$ cat config.mk
export PLATFORM = sky130hd
export DESIGN_NAME = md5_iter_hasher
export DESIGN_NICKNAME = d
export VERILOG_FILES = /design/src/rtl/md5_iter_hasher.sv
export SDC_FILE = /design/constraint.sdc
export NUM_CORES = 2
export LEC_CHECK = 0
export ABC_CLOCK_PERIOD_IN_PS = 14400
export CAP_MARGIN = 0
export CORE_MARGIN = 1
export CORE_UTILIZATION = 48
export DETAILED_ROUTE_END_ITERATION = 12
export HOLD_SLACK_MARGIN = 0.1
export PLACE_DENSITY = 0.7
export SYNTH_ARGS = -nofsm -noshare
export SYNTH_HDL_FRONTEND = slang
export SYNTH_SLANG_ARGS = --single-unit
$ cat constraint.sdc
create_clock -name clk -period 14.4 [get_ports clk]
set_input_delay 2.88 -clock clk [delete_from_list [all_inputs] [get_ports clk]]
set_output_delay 2.88 -clock clk [all_outputs]
set_load 0.01 [all_outputs]
$ cat src/rtl/md5_iter_hasher.sv
// md5_iter_hasher: folded, multi-chunk MD5 compression engine.
//
// Takes pre-padded 512-bit chunks from the front end and evaluates the 64 MD5
// steps at ROUNDS_PER_CYCLE steps per clock, which gives ITERS = 64 / ROUNDS_PER_CYCLE
// RUN cycles per chunk. Chaining state is kept between chunks, so a message can span
// several chunks. A digest is only produced for a chunk flagged in_last.
//
// Ports:
//   clk, reset_n          rising-edge clock, asynchronous active-low reset
//   in_valid / in_ready   chunk handshake; in_ready is high only in IDLE
//   in_chunk [511:0]      message block, word i = in_chunk[32i+31:32i], little-endian bytes
//   in_first              reload chaining state with the IV before this chunk
//   in_last               produce a digest after this chunk
//   out_valid / out_ready digest handshake; out_valid is high only in DONE
//   out_a..out_d [31:0]   final chaining words, held stable until accepted
//   busy                  high in RUN, ADD or DONE
//
// Optional build macro MD5_MIDSTATE_EN adds iv_a..iv_d [31:0]. These replace the
// standard IV on an in_first handshake, so a saved midstate can be resumed.
// Reset always loads the standard IV.
module md5_iter_hasher #(
  parameter int unsigned ROUNDS_PER_CYCLE = 1
) (
  input  logic         clk,
  input  logic         reset_n,
  input  logic         in_valid,
  output logic         in_ready,
  input  logic [511:0] in_chunk,
  input  logic         in_first,
  input  logic         in_last,
  output logic         out_valid,
  input  logic         out_ready,
  output logic [31:0]  out_a,
  output logic [31:0]  out_b,
  output logic [31:0]  out_c,
  output logic [31:0]  out_d,
`ifdef MD5_MIDSTATE_EN
  input  logic [31:0]  iv_a,
  input  logic [31:0]  iv_b,
  input  logic [31:0]  iv_c,
  input  logic [31:0]  iv_d,
`endif
  output logic         busy
);

  localparam int unsigned ITERS   = 64 / ROUNDS_PER_CYCLE;
  localparam int unsigned CntW    = (ITERS > 1) ? $clog2(ITERS) : 1;
  localparam int unsigned RpcLog2 = $clog2(ROUNDS_PER_CYCLE);

  if (ROUNDS_PER_CYCLE != 1 && ROUNDS_PER_CYCLE != 2 && ROUNDS_PER_CYCLE != 4 &&
      ROUNDS_PER_CYCLE != 8 && ROUNDS_PER_CYCLE != 16) begin : gen_rpc_check
    $error("md5_iter_hasher: ROUNDS_PER_CYCLE must be 1, 2, 4, 8 or 16");
  end

  // Standard IV, packed {A, B, C, D}.
  localparam logic [127:0] Iv = 128'h67452301_efcdab89_98badcfe_10325476;

  // Sine-derived additive constants, indexed by step.
  localparam logic [31:0] K [64] = '{
    32'hd76aa478, 32'he8c7b756, 32'h242070db, 32'hc1bdceee,
    32'hf57c0faf, 32'h4787c62a, 32'ha8304613, 32'hfd469501,
    32'h698098d8, 32'h8b44f7af, 32'hffff5bb1, 32'h895cd7be,
    32'h6b901122, 32'hfd987193, 32'ha679438e, 32'h49b40821,
    32'hf61e2562, 32'hc040b340, 32'h265e5a51, 32'he9b6c7aa,
    32'hd62f105d, 32'h02441453, 32'hd8a1e681, 32'he7d3fbc8,
    32'h21e1cde6, 32'hc33707d6, 32'hf4d50d87, 32'h455a14ed,
    32'ha9e3e905, 32'hfcefa3f8, 32'h676f02d9, 32'h8d2a4c8a,
    32'hfffa3942, 32'h8771f681, 32'h6d9d6122, 32'hfde5380c,
    32'ha4beea44, 32'h4bdecfa9, 32'hf6bb4b60, 32'hbebfbc70,
    32'h289b7ec6, 32'heaa127fa, 32'hd4ef3085, 32'h04881d05,
    32'hd9d4d039, 32'he6db99e5, 32'h1fa27cf8, 32'hc4ac5665,
    32'hf4292244, 32'h432aff97, 32'hab9423a7, 32'hfc93a039,
    32'h655b59c3, 32'h8f0ccc92, 32'hffeff47d, 32'h85845dd1,
    32'h6fa87e4f, 32'hfe2ce6e0, 32'ha3014314, 32'h4e0811a1,
    32'hf7537e82, 32'hbd3af235, 32'h2ad7d2bb, 32'heb86d391
  };

  // Rotate amounts: the shift repeats every 4 steps within a round, so index by
  // {round, step[1:0]}.
  localparam logic [4:0] S [16] = '{
    5'd7, 5'd12, 5'd17, 5'd22,
    5'd5, 5'd9,  5'd14, 5'd20,
    5'd4, 5'd11, 5'd16, 5'd23,
    5'd6, 5'd10, 5'd15, 5'd21
  };

  // One MD5 step on a packed {A, B, C, D} state.
  function automatic logic [127:0] md5_step(input logic [127:0] st, input logic [5:0] g,
                                            input logic [511:0] blk);
    logic [31:0] a, b, c, d, f, m, sum;
    logic [3:0]  lo, idx;
    logic [63:0] rot;
    {a, b, c, d} = st;
    lo = g[3:0];
    // Message index arithmetic wraps at 4 bits, which gives the mod-16 directly.
    unique case (g[5:4])
      2'd0: begin
        f   = (b & c) | (~b & d);
        idx = lo;
      end
      2'd1: begin
        f   = (d & b) | (~d & c);
        idx = lo * 4'd5 + 4'd1;
      end
      2'd2: begin
        f   = b ^ c ^ d;
        idx = lo * 4'd3 + 4'd5;
      end
      default: begin
        f   = c ^ (b | ~d);
        idx = lo * 4'd7;
      end
    endcase
    m   = blk[32*idx +: 32];
    sum = a + f + K[g] + m;
    // Rotate-left via a doubled word; the upper half holds the result.
    rot = {sum, sum} << S[{g[5:4], g[1:0]}];
    return {d, b + rot[63:32], b, c};
  endfunction

  typedef enum logic [1:0] {StIdle, StRun, StAdd, StDone} state_e;

  state_e          state_q, state_d;
  logic [CntW-1:0] cnt_q, cnt_d;
  logic [511:0]    chunk_q, chunk_d;
  logic            last_q, last_d;
  logic [127:0]    work_q, work_d;
  logic [127:0]    chain_q, chain_d;
  logic [127:0]    dig_q, dig_d;

  logic [127:0]    seed;
  logic [127:0]    round_st;
  logic [127:0]    sum_st;
  logic [5:0]      step_base;

`ifdef MD5_MIDSTATE_EN
  assign seed = {iv_a, iv_b, iv_c, iv_d};
`else
  assign seed = Iv;
`endif

  assign step_base = 6'(cnt_q) << RpcLog2;

  // Folded round engine: ROUNDS_PER_CYCLE chained steps per clock.
  always_comb begin
    round_st = work_q;
    for (int r = 0; r < int'(ROUNDS_PER_CYCLE); r++) begin
      round_st = md5_step(round_st, step_base + 6'(r), chunk_q);
    end
  end

  // Per-word feed-forward add.
  assign sum_st = {chain_q[127:96] + work_q[127:96],
                   chain_q[95:64]  + work_q[95:64],
                   chain_q[63:32]  + work_q[63:32],
                   chain_q[31:0]   + work_q[31:0]};

  always_comb begin
    state_d   = state_q;
    cnt_d     = cnt_q;
    chunk_d   = chunk_q;
    last_d    = last_q;
    work_d    = work_q;
    chain_d   = chain_q;
    dig_d     = dig_q;
    in_ready  = 1'b0;
    out_valid = 1'b0;
    busy      = 1'b1;
    unique case (state_q)
      StIdle: begin
        in_ready = 1'b1;
        busy     = 1'b0;
        if (in_valid) begin
          chunk_d = in_chunk;
          last_d  = in_last;
          cnt_d   = '0;
          if (in_first) begin
            chain_d = seed;
            work_d  = seed;
          end else begin
            work_d  = chain_q;
          end
          state_d = StRun;
        end
      end
      StRun: begin
        work_d = round_st;
        cnt_d  = cnt_q + 1'b1;
        if (cnt_q == CntW'(ITERS - 1)) begin
          state_d = StAdd;
        end
      end
      StAdd: begin
        chain_d = sum_st;
        if (last_q) begin
          dig_d   = sum_st;
          state_d = StDone;
        end else begin
          state_d = StIdle;
        end
      end
      StDone: begin
        out_valid = 1'b1;
        if (out_ready) begin
          state_d = StIdle;
        end
      end
      default: state_d = StIdle;
    endcase
  end

  always_ff @(posedge clk or negedge reset_n) begin
    if (!reset_n) begin
      state_q <= StIdle;
      cnt_q   <= '0;
      chunk_q <= '0;
      last_q  <= 1'b0;
      work_q  <= '0;
      chain_q <= Iv;
      dig_q   <= '0;
    end else begin
      state_q <= state_d;
      cnt_q   <= cnt_d;
      chunk_q <= chunk_d;
      last_q  <= last_d;
      work_q  <= work_d;
      chain_q <= chain_d;
      dig_q   <= dig_d;
    end
  end

  assign out_a = dig_q[127:96];
  assign out_b = dig_q[95:64];
  assign out_c = dig_q[63:32];
  assign out_d = dig_q[31:0];

endmodule

## After elaboration in Yosys (flattened, before gate mapping)

Memories as Yosys holds them, arrays and structs flattened.
Cells that the tools add are included.
W data, S select, Z words.

| operators by class | value |
|---|---|
| $lt $le $gt $ge | 2 |
| reductions and logical operators | 9 |
| add/subtract/negate cells | 11 |
| $mul | 3 |
| eq/ne operators | 9 |
| shift operators | 2 |
| bitwise gates (word level) | 14 |
| muxes and demuxes | 20 |

Operators by type and width:

| kind | number |
|---|---|
| $pmux W128 S2 | 2 |
| $shiftx A512 B10 Y32 | 1 |
| $add A32 B32 Y32 | 8 |
| $mux W128 | 2 |
| $and A32 B32 Y32 | 4 |
| $or A32 B32 Y32 | 3 |
| $pmux W32 S3 | 1 |
| $xor A32 B32 Y32 | 3 |
| $mux W32 | 2 |
| $not A32 Y32 | 2 |
| $shl A64 B5 Y64 | 1 |
| $pmux W4 S3 | 1 |
| $pmux W6 S2 | 1 |
| $mux W5 | 2 |
| $mul A4 B3 Y4 const B | 2 |
| $mux W2 | 4 |
| $pmux W2 S4 | 1 |
| $reduce_and A2 Y1 | 4 |
| $ge A7 B7 Y1 const B | 1 |
| $not A6 Y7 | 1 |
| $add A6 B1 Y6 const B | 1 |
| $eq A2 B2 Y1 const B | 3 |
| $eq A6 B6 Y1 const B | 1 |
| $mux W6 | 1 |
| other kinds (11) | 18 |

| storage, ports and cells | value |
|---|---|
| input port bits | 518 |
| word-level logic and storage cells | 79 |
| memories kept | 2 |
| ROM bits | 2128 |
| output and inout port bits | 131 |
| bits in registers | 905 |

Memories:

| memory | words | width | read ports | clocked after memory_dff | wr ports | line | RTL |
|---|---|---|---|---|---|---|---|
| (no name shown) | 64 | 32 | 1 | 0 | 0 | 115 | `sum = a + f + K[g] + m;` |
| (no name shown) | 16 | 5 | 1 | 0 | 0 | 117 | `rot = {sum, sum} << S[{g[5:4], g[1:0]}];` |

## Logic depth before layout (Yosys ltp)

| depth | value |
|---|---|
| depth in word-level cells | 10 |
| gate-level depth with buffers | 46 |

## Worst setup path after synthesis

No wires, ideal clock.

| timing | value |
|---|---|
| path type | register to register |
| start | register cnt_q[2] |
| end | register work_q[84] |
| buffers on the path | 3 |
| stages on the path, launching flop included | 42 |
| slack | 3439 ps |
| arrival | 10827 ps |
| setup time | 135 ps |
| data required time | 14265 ps |
| path through | dfrtp_1 -> inv_1 -> clkbuf_1 -> buf_1 -> ha_1 -> fa_1 -> xor2_1 -> xnor2_1 -> mux2i_1 -> o32ai_1 -> a21oi_1 -> clkbuf_1 -> mux4_2 -> fa_1 -> fa_1 -> ha_1 -> inv_1 -> fa_1 -> [... 6 more ...] -> mux2_2 -> mux2_2 -> or2_2 -> a31oi_1 -> mux2_2 -> ha_1 -> a21o_1 -> a21o_1 -> a21oi_1 -> o21ai_0 -> a221o_1 -> a211o_1 -> a21o_1 -> a21oi_1 -> o21ai_0 -> a21oi_1 -> xor2_1 -> mux2i_1 |

| on the way | value |
|---|---|
| longest elaborated chain between the ends | 9 |
| elaborated cells between the ends (all ways) | 16 |

Ends and longest elaborated chain:

| element | line | RTL |
|---|---|---|
| start: declaration | 124 | `logic [CntW-1:0] cnt_q, cnt_d;` |
| start signal: assignment | 223 | `cnt_q <= cnt_d;` |
| parallel branches: the longest is 5 deep, another holds $mul A4 B2 Y4 | -- |  |
| $add A32 B32 Y32 * | 115 |  |
| $shl A64 B5 Y64 * | 117 |  |
| $add A32 B32 Y32 * | 118 | `return {d, b + rot[63:32], b, c};` |
| $pmux W128 S2 * | 169 | `unique case (state_q)` |
| end signal: assignment | 226 | `work_q <= work_d;` |
| end: declaration | 127 | `logic [127:0] work_q, work_d;` |

Every way passes the cells marked *. The select of a mux whose other input is x is not followed.
A chain may end at the register's enable or synchronous reset.

## Worst setup path after layout

| timing | value |
|---|---|
| start | register cnt_q[0] |
| end | register work_q[84] |

| on the way | value |
|---|---|
| longest elaborated chain between the ends | 9 |
| elaborated cells between the ends (all ways) | 20 |

Ends and longest elaborated chain:

| element | line |
|---|---|
| parallel branches: the longest is 6 deep, another holds $add A32 B32 Y32 | -- |
| $shl A64 B5 Y64 * | 117 |
| $add A32 B32 Y32 * | 118 |
| $pmux W128 S2 * | 169 |

Marked as above.

==> impl_metrics.toml <==
[run_status]
status = "complete, but fails checks"
violations = "DRC"

[sta]
slew_headroom_pct = 25.8
rsz0062_at_grt = "false"
post-route-min-period_ns = 11.40
worst_slew_pin_slew_ns = 1.10
setup_viol = 0
tns_ns = 0
hold_viol_final = 0
skew_ns = 0.0378
drv_slew = 0
finalCritPeriodShare_pct = 79.2
max_clock_freq_ghz = 0.0877

[yosys]
async_reset_ff_share_pct = 100
netlist_instances = 6422
ys_types = 91
yosysWarnings = 0
yosysSeqAreaShare_pct = 40.8
synth_edf_count = 0
syn_nets = 7230
ys.flop_type = "dfrtp_1"
ys_seq_elements = 905
synth_area_um2 = 55700
avgSynthCellArea_um2 = 8.67

[clocking]
cts_max_level = 3
cts.sinks = 905
postCtsHoldBufs = 0
clk_root_buffer_cell = "clkbuf_16"
clk-insertion-delay-late_ns = 0.72
cts_resized = 0
cts-buffers-inserted = 100
post_cts_buffers = 0
cts_tree = "yes"
clkTransAtPathRegs_ns = 0.07
clk_path_buf_depth = 3

[setup_path]
r2r_slack_ns = 3.00
cp.required_ns = 14.96
cp_slowest_cell = "ha_1"
rr_worst_depth = 38
crit_path_max_fanout = 68
crit_path_frequent_cell = "a21oi_1"
critPathLaunchType = "flop"
reg2reg_to = "work_q[84]$_DFFE_PN0P_"
critPathMaxStageDelay_ns = 0.74
cp.arrival_ns = 11.96
worstReg2RegStart = "cnt_q[0]$_DFFE_PN0P_"
crit_type = "flop to flop"
cp-end-kind = "flop"

[worst_hold_path]
min_path_type = "flop to flop"
worstHoldStart = "chunk_q[243]$_DFFE_PN0P_"
hold_end = "chunk_q[243]$_DFFE_PN0P_"
hold_path_depth = 2

[placement]
dp_hpwl_mm = 163
io_buffers = 648
finalWeightedCongestion = 1.02

[drt]
drt-total-wl_mm = 217
dr_total_vias = 50600
routedWlPerCell_um = 25.6
drt-pass1-iter-count = 10
drtIter0Drc = 5453
viasPerCell = 5.98
drc_errors = 10
ant_nets = 0

[finish]
nets = 7675
fillers = 10100
drive_gt1_share_pct = 8.80
area_growth_syn_to_layout_pct = 20.9

[floorplanning]
initial_core_util_pct = 48.6
rows = 124
fp.coreArea_um2 = 115000
floorplan.die_area_um2 = 117000
num_io_pins = 649
die_w_um = 343
die_height_um = 343

[global_route]
grt_overflow = 0
gr-usage-all-layers_pct = 36.6
antenna_found_initial = 22
grt_pass1_vias = 49000
grt_max_degree = 215
grt_first_pass_wirelength_mm = 320

[run]
drv_cap = 0
cell type report:
cell class | instances | area, um^2 | share of cell area (%)
inverter | 172 | 646 | 0.959
multi-input combinational | 4960 | 31000 | 46.0
timing repair buffer | 728 | 7220 | 10.7
clock inverter | 57 | 948 | 1.41
antenna | 7 | 17.5 | 0.0260
clock buffer | 133 | 2870 | 4.26
sequential | 905 | 22700 | 33.8
tap | 1512 | 1890 | 2.81
synth_stat cells, types with 32 or more instances:
cell type | number | area share [%]
nand2_1 | 2146 | 14
dfrtp_1 | 841 | 38
o21ai_0 | 527 | 4.7
clkbuf_1 | 336 | 2.3
a21oi_1 | 278 | 2.5
ha_1 | 218 | 4.9
nor2_1 | 213 | 1.4
inv_1 | 169 | 1.1
mux4_2 | 168 | 6.8
xnor2_1 | 140 | 2.2
nand3_1 | 138 | 1.2
o211ai_1 | 85 | 1.1
xor2_1 | 80 | 1.3
fa_1 | 72 | 2.6
nor3_1 | 72 | 0.65
a21o_1 | 70 | 0.94
a31oi_1 | 65 | 0.73
a211oi_1 | 64 | 0.86
dfstp_2 | 64 | 3.0
mux2i_1 | 63 | 1.1
a22oi_1 | 56 | 0.75
o21a_1 | 38 | 0.51
buf_1 | 36 | 0.24
nand2b_1 | 36 | 0.40
mux2_2 | 35 | 0.71
or2_2 | 35 | 0.39
or3_1 | 32 | 0.36
routing by layer:
metal | part of all wire (%) | routed length, um | global-route usage, % | vias up
met2 | 45 | 98300 | 56.3 | 2193
met3 | 8.0 | 17300 | 7.05 | 459
li1 | - | - | - | 23000
met5 | 0.089 | 194 | 0 | -
met1 | 41 | 89100 | 49.2 | 25000
met4 | 5.6 | 12200 | 18.6 | 28
per-stage QoR:
step / cells / hold WS (ns) / util, % / instance area (um^2) / setup slack [ns]
finish: 8474 / 0.468 / 58.7 / 67300 / 3.00
detailed placement: 8277 / 0.457 / 55.4 / 63500 / 3.15
floorplan: 6422 / 0.439 / - / 55700 / 3.44
global placement: 8277 / 0.452 / 55.4 / 63500 / 3.29
CTS: 8467 / 0.474 / 58.7 / 67300 / 3.06
global route: 8474 / 0.478 / 58.7 / 67300 / 2.26
critical path: cells and delay by family, from the launching register on:
kind,cells,cell delay (ns)
compound gates,21,4.66
flops,1,0.32
xor+xnor,2,0.41
buf+inv,4,1.34
fa+ha+maj,6,2.77
mux,3,1.11
simple gates,2,0.49
cell families (layout without fill, tap and decap cells):
kind of cell	count (synthesis)	count (layout)	synth area share, %
AOI/OAI and AO/OA	1388	1388	15.3
xor gates and xnor gates	222	222	3.54
adders and majority gates	290	290	7.49
buffers and inverters	557	1090	3.80
DFF	905	905	40.8
muxes	268	268	8.68
other	0	7	0
and+or+nand+nor	2792	2792	20.4
worst max-delay path by stage:
stage / start / end / slack (ns)
6_report: cnt_q[0]$_DFFE_PN0P_ / work_q[84]$_DFFE_PN0P_ / 3.00
5_1_grt: cnt_q[0]$_DFFE_PN0P_ / work_q[95]$_DFFE_PN0P_ / 2.26
4_1_cts: cnt_q[0]$_DFFE_PN0P_ / work_q[84]$_DFFE_PN0P_ / 3.06
3_5_place_dp: cnt_q[5]$_DFFE_PN0P_ / work_q[84]$_DFFE_PN0P_ / 3.15
3_3_place_gp: cnt_q[5]$_DFFE_PN0P_ / work_q[84]$_DFFE_PN0P_ / 3.29
2_1_floorplan: cnt_q[2]$_DFFE_PN0P_ / work_q[84]$_DFFE_PN0P_ / 3.44
cells in the final DEF, fill, tap and decap left out, drive strengths merged, types with 11 or more instances in the layout:
| master | n |
|---|---|
| mux2i | 65 |
| o31ai | 16 |
| a21oi | 281 |
| clkbuf | 133 |
| xnor2 | 140 |
| a211oi | 67 |
| bufinv | 22 |
| nor3b | 15 |
| a221oi | 11 |
| fa | 72 |
| clkdlybuf4s50 | 646 |
| or2 | 36 |
| xor2 | 80 |
| nor2 | 214 |
| o21a | 38 |
| o21ai | 549 |
| nand2 | 2146 |
| dfrtp | 841 |
| mux4 | 168 |
| o211ai | 85 |
| o22ai | 12 |
| and3 | 21 |
| mux2 | 35 |
| nor3 | 72 |
| a21o | 70 |
| nand3 | 138 |
| and2 | 20 |
| a22oi | 56 |
| nor2b | 21 |
| or3 | 32 |
| dfstp | 64 |
| buf | 82 |
| a31oi | 65 |
| inv | 178 |
| clkinv | 21 |
| nand2b | 36 |
| a311oi | 16 |
| ha | 218 |
| o21bai | 23 |
| nand4 | 14 |
state kept, by name (all words and copies together) (netlist names):
signal and count:
chain_q 128, state_q 2, dig_q 128, cnt_q 6
last_q 1, work_q 128, chunk_q 512
Power is not shown: default switching activity piles up to over one toggle a cycle in this logic, so the estimate is an artifact.
